==> config.mk <==
export PLATFORM = sky130hd
export DESIGN_NAME = cp0_int_unit
export DESIGN_NICKNAME = d
export VERILOG_FILES = /design/src/rtl/cp0_int_unit.sv
export SDC_FILE = /design/constraint.sdc
export NUM_CORES = 1
export LEC_CHECK = 0
export BUFFER_PORTS_ARGS = -buffer_cell sky130_fd_sc_hd__buf_2
export CAP_MARGIN = 20
export CORE_MARGIN = 4
export CORE_UTILIZATION = 45
export CTS_BUF_LIST = sky130_fd_sc_hd__clkbuf_8 sky130_fd_sc_hd__clkbuf_16
export DETAILED_ROUTE_END_ITERATION = 16
export PLACE_DENSITY = 0.77
export SLEW_MARGIN = 20
export SYNTH_ARGS = -nofsm -noshare
export SYNTH_HDL_FRONTEND = slang
export SYNTH_SLANG_ARGS = --single-unit
==> constraint.sdc <==
create_clock -name clk -period 1.79 [get_ports clk]
set_clock_uncertainty 0.1 [all_clocks]
set_input_delay 0.358 -clock clk [delete_from_list [all_inputs] [get_ports clk]]
set_output_delay 0.358 -clock clk [all_outputs]
set_load 0.02 [all_outputs]
==> src/rtl/cp0_int_unit.sv <==
// CP0 interrupt source unit: Count/Compare timer, external line synchronisers,
// Cause.IP formation and the int_req/int_ack handshake with the control FSM.
module cp0_int_unit #(
  parameter int SYNC_STAGES = 2
) (
  input  logic        clk,
  input  logic        resetn,
  input  logic [5:0]  ext_int,
  input  logic [1:0]  sw_ip,
  input  logic [7:0]  status_im,
  input  logic        status_ie,
  input  logic        status_exl,
  input  logic        status_erl,
  input  logic        count_we,
  input  logic        compare_we,
  input  logic [31:0] wdata,
  output logic [31:0] count,
  output logic [31:0] compare,
  output logic        timer_int,
  output logic [7:0]  ip,
  output logic        int_req,
  input  logic        int_ack
);

  typedef enum logic [1:0] {
    S_IDLE,
    S_REQ,
    S_WAIT
  } state_t;

  state_t     state;
  logic       phase;
  logic [5:0] sync_q [SYNC_STAGES];
  logic [5:0] ext_s;
  logic       pending;
  logic       enabled;

  always_ff @(posedge clk or negedge resetn) begin
    if (!resetn) begin
      for (int i = 0; i < SYNC_STAGES; i++) sync_q[i] <= '0;
    end else begin
      sync_q[0] <= ext_int;
      for (int i = 1; i < SYNC_STAGES; i++) sync_q[i] <= sync_q[i-1];
    end
  end

  assign ext_s = sync_q[SYNC_STAGES-1];

  // Count advances on every second edge; a write restarts the half-rate phase.
  always_ff @(posedge clk or negedge resetn) begin
    if (!resetn) begin
      phase <= 1'b0;
      count <= '0;
    end else if (count_we) begin
      phase <= 1'b0;
      count <= wdata;
    end else begin
      phase <= ~phase;
      if (phase) count <= count + 32'd1;
    end
  end

  // The match compares the registered count, so a same-cycle count write still sets TI.
  always_ff @(posedge clk or negedge resetn) begin
    if (!resetn) begin
      compare   <= '0;
      timer_int <= 1'b0;
    end else if (compare_we) begin
      compare   <= wdata;
      timer_int <= 1'b0;
    end else if (count == compare) begin
      timer_int <= 1'b1;
    end
  end

  assign ip      = {ext_s[5] | timer_int, ext_s[4:0], sw_ip};
  assign pending = |(ip & status_im);
  assign enabled = status_ie & ~status_exl & ~status_erl;

  // WAIT holds off a new request until exception entry has visibly set EXL/ERL.
  always_ff @(posedge clk or negedge resetn) begin
    if (!resetn) begin
      state   <= S_IDLE;
      int_req <= 1'b0;
    end else begin
      case (state)
        S_IDLE: begin
          if (pending && enabled) begin
            state   <= S_REQ;
            int_req <= 1'b1;
          end
        end
        S_REQ: begin
          if (int_ack) begin
            state   <= S_WAIT;
            int_req <= 1'b0;
          end else if (!(pending && enabled)) begin
            state   <= S_IDLE;
            int_req <= 1'b0;
          end
        end
        S_WAIT: begin
          int_req <= 1'b0;
          if (status_exl || status_erl) state <= S_IDLE;
        end
        default: begin
          state   <= S_IDLE;
          int_req <= 1'b0;
        end
      endcase
    end
  end

endmodule

Yosys cells after proc, flatten, opt, wreduce, memory -nomap -nowiden
Cells that the tools add are included.
{"block": "classes", "n_addsub": 1, "eq_ne": 6, "muxes": 14, "bitwise": 7, "reduce_logical": 8}
{"operator": "$mux W32", "n": 2}
{"operator": "$add A32 B1 Y32 const B", "n": 1}
{"operator": "$eq A32 B32 Y1", "n": 1}
{"operator": "$and A8 B8 Y8", "n": 1}
{"operator": "$mux W2", "n": 4}
{"operator": "$reduce_or A8 Y1", "n": 1}
{"operator": "$mux W1", "n": 6}
{"operator": "$pmux W2 S3", "n": 1}
{"operator": "$ne A2 B2 Y1 const B", "n": 2}
{"operator": "$reduce_bool A2 Y1", "n": 2}
{"operator": "$ne A3 B3 Y1 const B", "n": 1}
{"operator": "$not A1 Y1", "n": 3}
{"operator": "$reduce_and A3 Y1", "n": 1}
{"operator": "$and A1 B1 Y1", "n": 2}
{"operator": "$eq A2 B1 Y1 const B", "n": 1}
{"operator": "$eq A2 B2 Y1 const B", "n": 1}
{"operator": "$logic_not A2 Y1", "n": 1}
{"operator": "$pmux W1 S2", "n": 1}
{"operator": "$reduce_and A2 Y1", "n": 1}
{"operator": "$logic_and A1 B1 Y1", "n": 1}
{"operator": "$logic_or A1 B1 Y1", "n": 1}
{"operator": "$or A1 B1 Y1", "n": 1}
{"block": "totals", "regBits": 81, "input_bits": 56, "out_inout_bits": 74, "wordCells": 44}

Logic depth before layout (Yosys ltp)
{"block": "depth", "depth_word": 7, "depth_mapped": 7, "ltp_nobuf": 6}

Worst setup path before layout
No wires, ideal clock.
{"block": "synth_path", "path_kind": "reg2reg", "start": "register count[0]", "end": "register count[14]", "arrival_time_ns": 1.575, "slack_ns": -0.014, "path_stages_with_launch": 8, "path_buffers": 1, "synth_period_minus_slack_ns": 1.804, "path_cell_list": "dfrtp_1 -> ha_1 -> and3_1 -> nand3_1 -> buf_4 -> nor3_1 -> xnor2_1 -> o21ai_1"}
{"block": "synth_via", "elab_chain_len": 3}
{"item": "from (decl)", "line_no": "17", "text": "output logic [31:0] count,"}
{"item": "from (signal assigned)", "line_no": "56", "text": "count <= wdata;"}
{"item": "from (signal assigned)", "line_no": "59", "text": "if (phase) count <= count + 32'd1;"}
{"item": "$add A32 B1 Y32", "line_no": "59"}
{"item": "$mux W32", "line_no": "59"}
{"item": "$mux W32", "line_no": "54", "text": "end else if (count_we) begin"}
Every way passes these cells. The select of a mux whose other input is x is not followed.
A chain may end at the register's enable or synchronous reset.

Worst setup path after layout
{"block": "layout_path", "start": "register count[0]", "end": "register timer_int"}
{"block": "layout_via", "elab_chain_len": 2}
{"item": "$eq A32 B32 Y1", "line_no": "71", "text": "end else if (count == compare) begin"}
{"item": "$reduce_bool A2 Y1 (no line)"}
{"item": "to (signal assigned)", "line_no": "67", "text": "timer_int <= 1'b0;"}
{"item": "to (signal assigned)", "line_no": "70", "text": "timer_int <= 1'b0;"}
{"item": "to (signal assigned)", "line_no": "72", "text": "timer_int <= 1'b1;"}
{"item": "to (decl)", "line_no": "19", "text": "output logic timer_int,"}
Every way passes these cells.

==> reports/qor.yml <==
ys_ff_latch: 81
ir_drop_v: 0.000458
maxCapViolations: 0
placeableCoreArea_mm2: 0.00838
switching_share_pct: 31.8
antenna_found_initial: 0
min_path_cells: 1
ant_nets: 0
clkLatencyLatePin_ns: 0.35
vias: 3181
grt_pass1_wl_um: 16500
die_area_mm2: 0.0104
yosysUniqueCellTypes: 37
fin_crit_ns: 1.79
antenna_cells: 0
initial_utilization_pct: 47.3
setup_viol: 1
portBuffers: 129
slew_headroom_pct: 72.3
tightest_slew_ns: 0.412
reg2reg_slack_ns: -0.005
area_delta_synth_final_pct: 31.2
p_switching_uw: 1440
timing.rr.start: "count[0]$_DFFE_PN0N_"
async_flop_share_pct: 100
yosysWarnings: 0
netlist_area_mm2: 0.00397
clockRootBuffer: "clkbuf_8"
arrival_ns: 1.97
startpoint_type: "flip-flop"
reg2reg_to: "timer_int$_DFFE_PN0P_"
syn_inst: 353
finalHoldViolCount: 0
powerDensity_mw_per_mm2: 874
drc: 0
cts_made_buffers: 9
cts.clk_slew.worst_paths_ns: 0.08
pwr-share-clk_pct: 28.8
avgViaCountPerCell: 5.11
hold_start: "ext_int[5]"
clock_sinks: 81
end_kind: "flip-flop"
pwr-share-comb_pct: 23.6
drt_iter0_markers: 114
h-tree-depth: 3
finalWirelength_um: 10600
pre_cts_ws_ns: 0.0222
required_ns: 1.97
crit_type: "reg2reg"
yosysSeqAreaShare_pct: 51.1
min_to: "sync_q[11]$_DFF_PN0_"
violations: "negative setup slack"
synth_edf_count: 0
clockBufferDepth: 2
routedWlPerCell_um: 17.0
synth_area_per_cell_um2: 11.2
drtPass1Iterations: 4
power.leakage_uw: 0.00228
dieWidth_um: 102
num_io_pins: 130
fin_ws_ns: -0.00465
dp_hpwl_um: 7840
fin_nets: 569
reg2reg_depth: 7
drive_gt1_share_pct: 46.4
row_count: 33
cp_max_fo: 4
post-route-period-util_pct: 100
run_status: "finished, violations left"
synth_nets: 410
fillers: 710
gp_congestion: 0.893
clock.fmax_ghz: 0.557
first_global_vias: 3321
grt_usage_pct: 20.6
p_int_uw: 3100
synth_flop_cell: "dfrtp_1"
drv_slew: 0
pwr-share-seq_pct: 47.6
cts_tree: "built"
finalPower_uw: 4550
hp-class: "in2reg"
grt.overflow.total: 0
grt_max_degree: 34
die_h_um: 102
area by class of cell:
class                           count  area [um2]  area share [%]
Clock buffer                        9         124            2.38
Tap cell                          105         131            2.52
Sequential cell                    81        2030            39.0
Timing Repair Buffer              170        1020            19.6
Inverter                            7        26.3           0.505
Multi-Input combinational cell    243        1800            34.7
Clock inverter                      7        65.1            1.25
state kept, by name, summed over array words and instances (netlist names):
| signal | cells |
|---|---|
| compare | 32 |
| sync_q | 6 |
| count | 32 |
| timer_int | 1 |
| ext_s | 6 |
| phase | 1 |
| int_req | 1 |
| state | 2 |
placed cells by master (no fill, tap or decap), types with 2 or more instances in the layout:
cell,count
nand4_1,11
nor4_2,5
a21oi_1,2
buf_12,4
xor2_1,6
clkbuf_8,9
and3_1,2
nand2_1,43
xnor2_1,57
buf_4,32
inv_1,9
buf_2,128
nor2_1,7
dfrtp_1,77
clkinvlp_4,3
and4_4,3
mux2_2,32
o21ai_0,18
a22oi_1,2
o21ai_1,15
dfrtp_2,4
dlygate4sd3_1,6
nor3_2,11
nand3_1,9
routing by layer:
metal / vias to the layer above / track usage [%] / part of all wire, %
met5: - / 0 / 0
met4: 0 / 7.37 / 1.8
met3: 16 / 3.75 / 7.2
met2: 137 / 34.6 / 49
met1: 1494 / 27.1 / 42
li1: 1534 / - / -
logic make-up (layout without fill, tap and decap cells):
| logic type | count (synthesis) | in the layout | synth area share [%] |
|---|---|---|---|
| AOI/OAI and AO/OA | 41 | 41 | 5.62 |
| DFF | 81 | 81 | 51.1 |
| adders and majority gates | 1 | 1 | 0.316 |
| and+or+nand+nor | 105 | 105 | 15.8 |
| xor gates and xnor gates | 63 | 63 | 13.9 |
| buffers and inverters | 29 | 193 | 3.88 |
| muxes | 33 | 33 | 9.34 |
power groups by stage:
stage	Clock, uW	Combinational [uW]	Sequential (uW)
after floorplan	0	392	2380
after global placement	0	1020	2190
after detailed placement	0	1040	2200
after CTS	1330	1050	2170
after global routing	1430	1160	2190
final	1310	1070	2160
stage by stage:
stage               util (%)  instance area (um2)   TNS, ns  instances  hold slack, ns
detailed placement      58.0                 4860         0        592           0.207
global placement        58.0                 4860         0        592           0.201
finish                  62.1                 5200  -0.00465        622          0.0264
global route            62.1                 5200    -0.103        622         0.00326
CTS                     60.8                 5100         0        613         0.00660
floorplan                  -                 3970         0        353         -0.0376
worst max-delay path, stage by stage, from the launching register on:
cell	delay [ns]
dfrtp_2	0.42
buf_4	0.15
buf_4	0.13
xnor2_1	0.20
nand4_1	0.12
nor4_1	0.39
a21oi_1	0.13
nor2_1	0.10
cells in the mapped netlist, drive strengths merged, types with 2 or more instances:
master	count	area [um2]
a21oi	2	10.0
a22oi	2	15.0
and3	3	18.8
and4	5	51.3
buf	11	86.3
clkbuf	11	41.3
dfrtp	81	2030
inv	7	26.3
mux2	32	360
nand2	43	161
nand3	10	55.1
nand4	12	90.1
nor2	8	30.0
nor3	12	115
nor4	6	62.6
o21ai	33	165
xnor2	57	499
xor2	6	52.6
worst max path at each step:
stage | startpoint | to | slack [ns] | cells past startpoint
floorplan | count[9]$_DFFE_PN0N_ | count[25]$_DFFE_PN0N_ | 0.04 | 6
global route | count[9]$_DFFE_PN0N_ | count[29]$_DFFE_PN0N_ | -0.05 | 6
global placement | phase$_DFF_PN0_ | count[17]$_DFFE_PN0N_ | 0.1 | 6
finish | count[0]$_DFFE_PN0N_ | timer_int$_DFFE_PN0P_ | -0.005 | 7
detailed placement | count[0]$_DFFE_PN0N_ | count[22]$_DFFE_PN0N_ | 0.02 | 7
CTS | count[1]$_DFFE_PN0N_ | count[22]$_DFFE_PN0N_ | 0.003 | 7
timing repair:
item                                    CTS  global route
hold buffers                              5             1
buffers inserted                          0             8
endpoints found under the hold margin    30             1
endpoints found under the setup margin    0            15
gates resized for setup                   0             7
(Power assumes the default switching activity.)
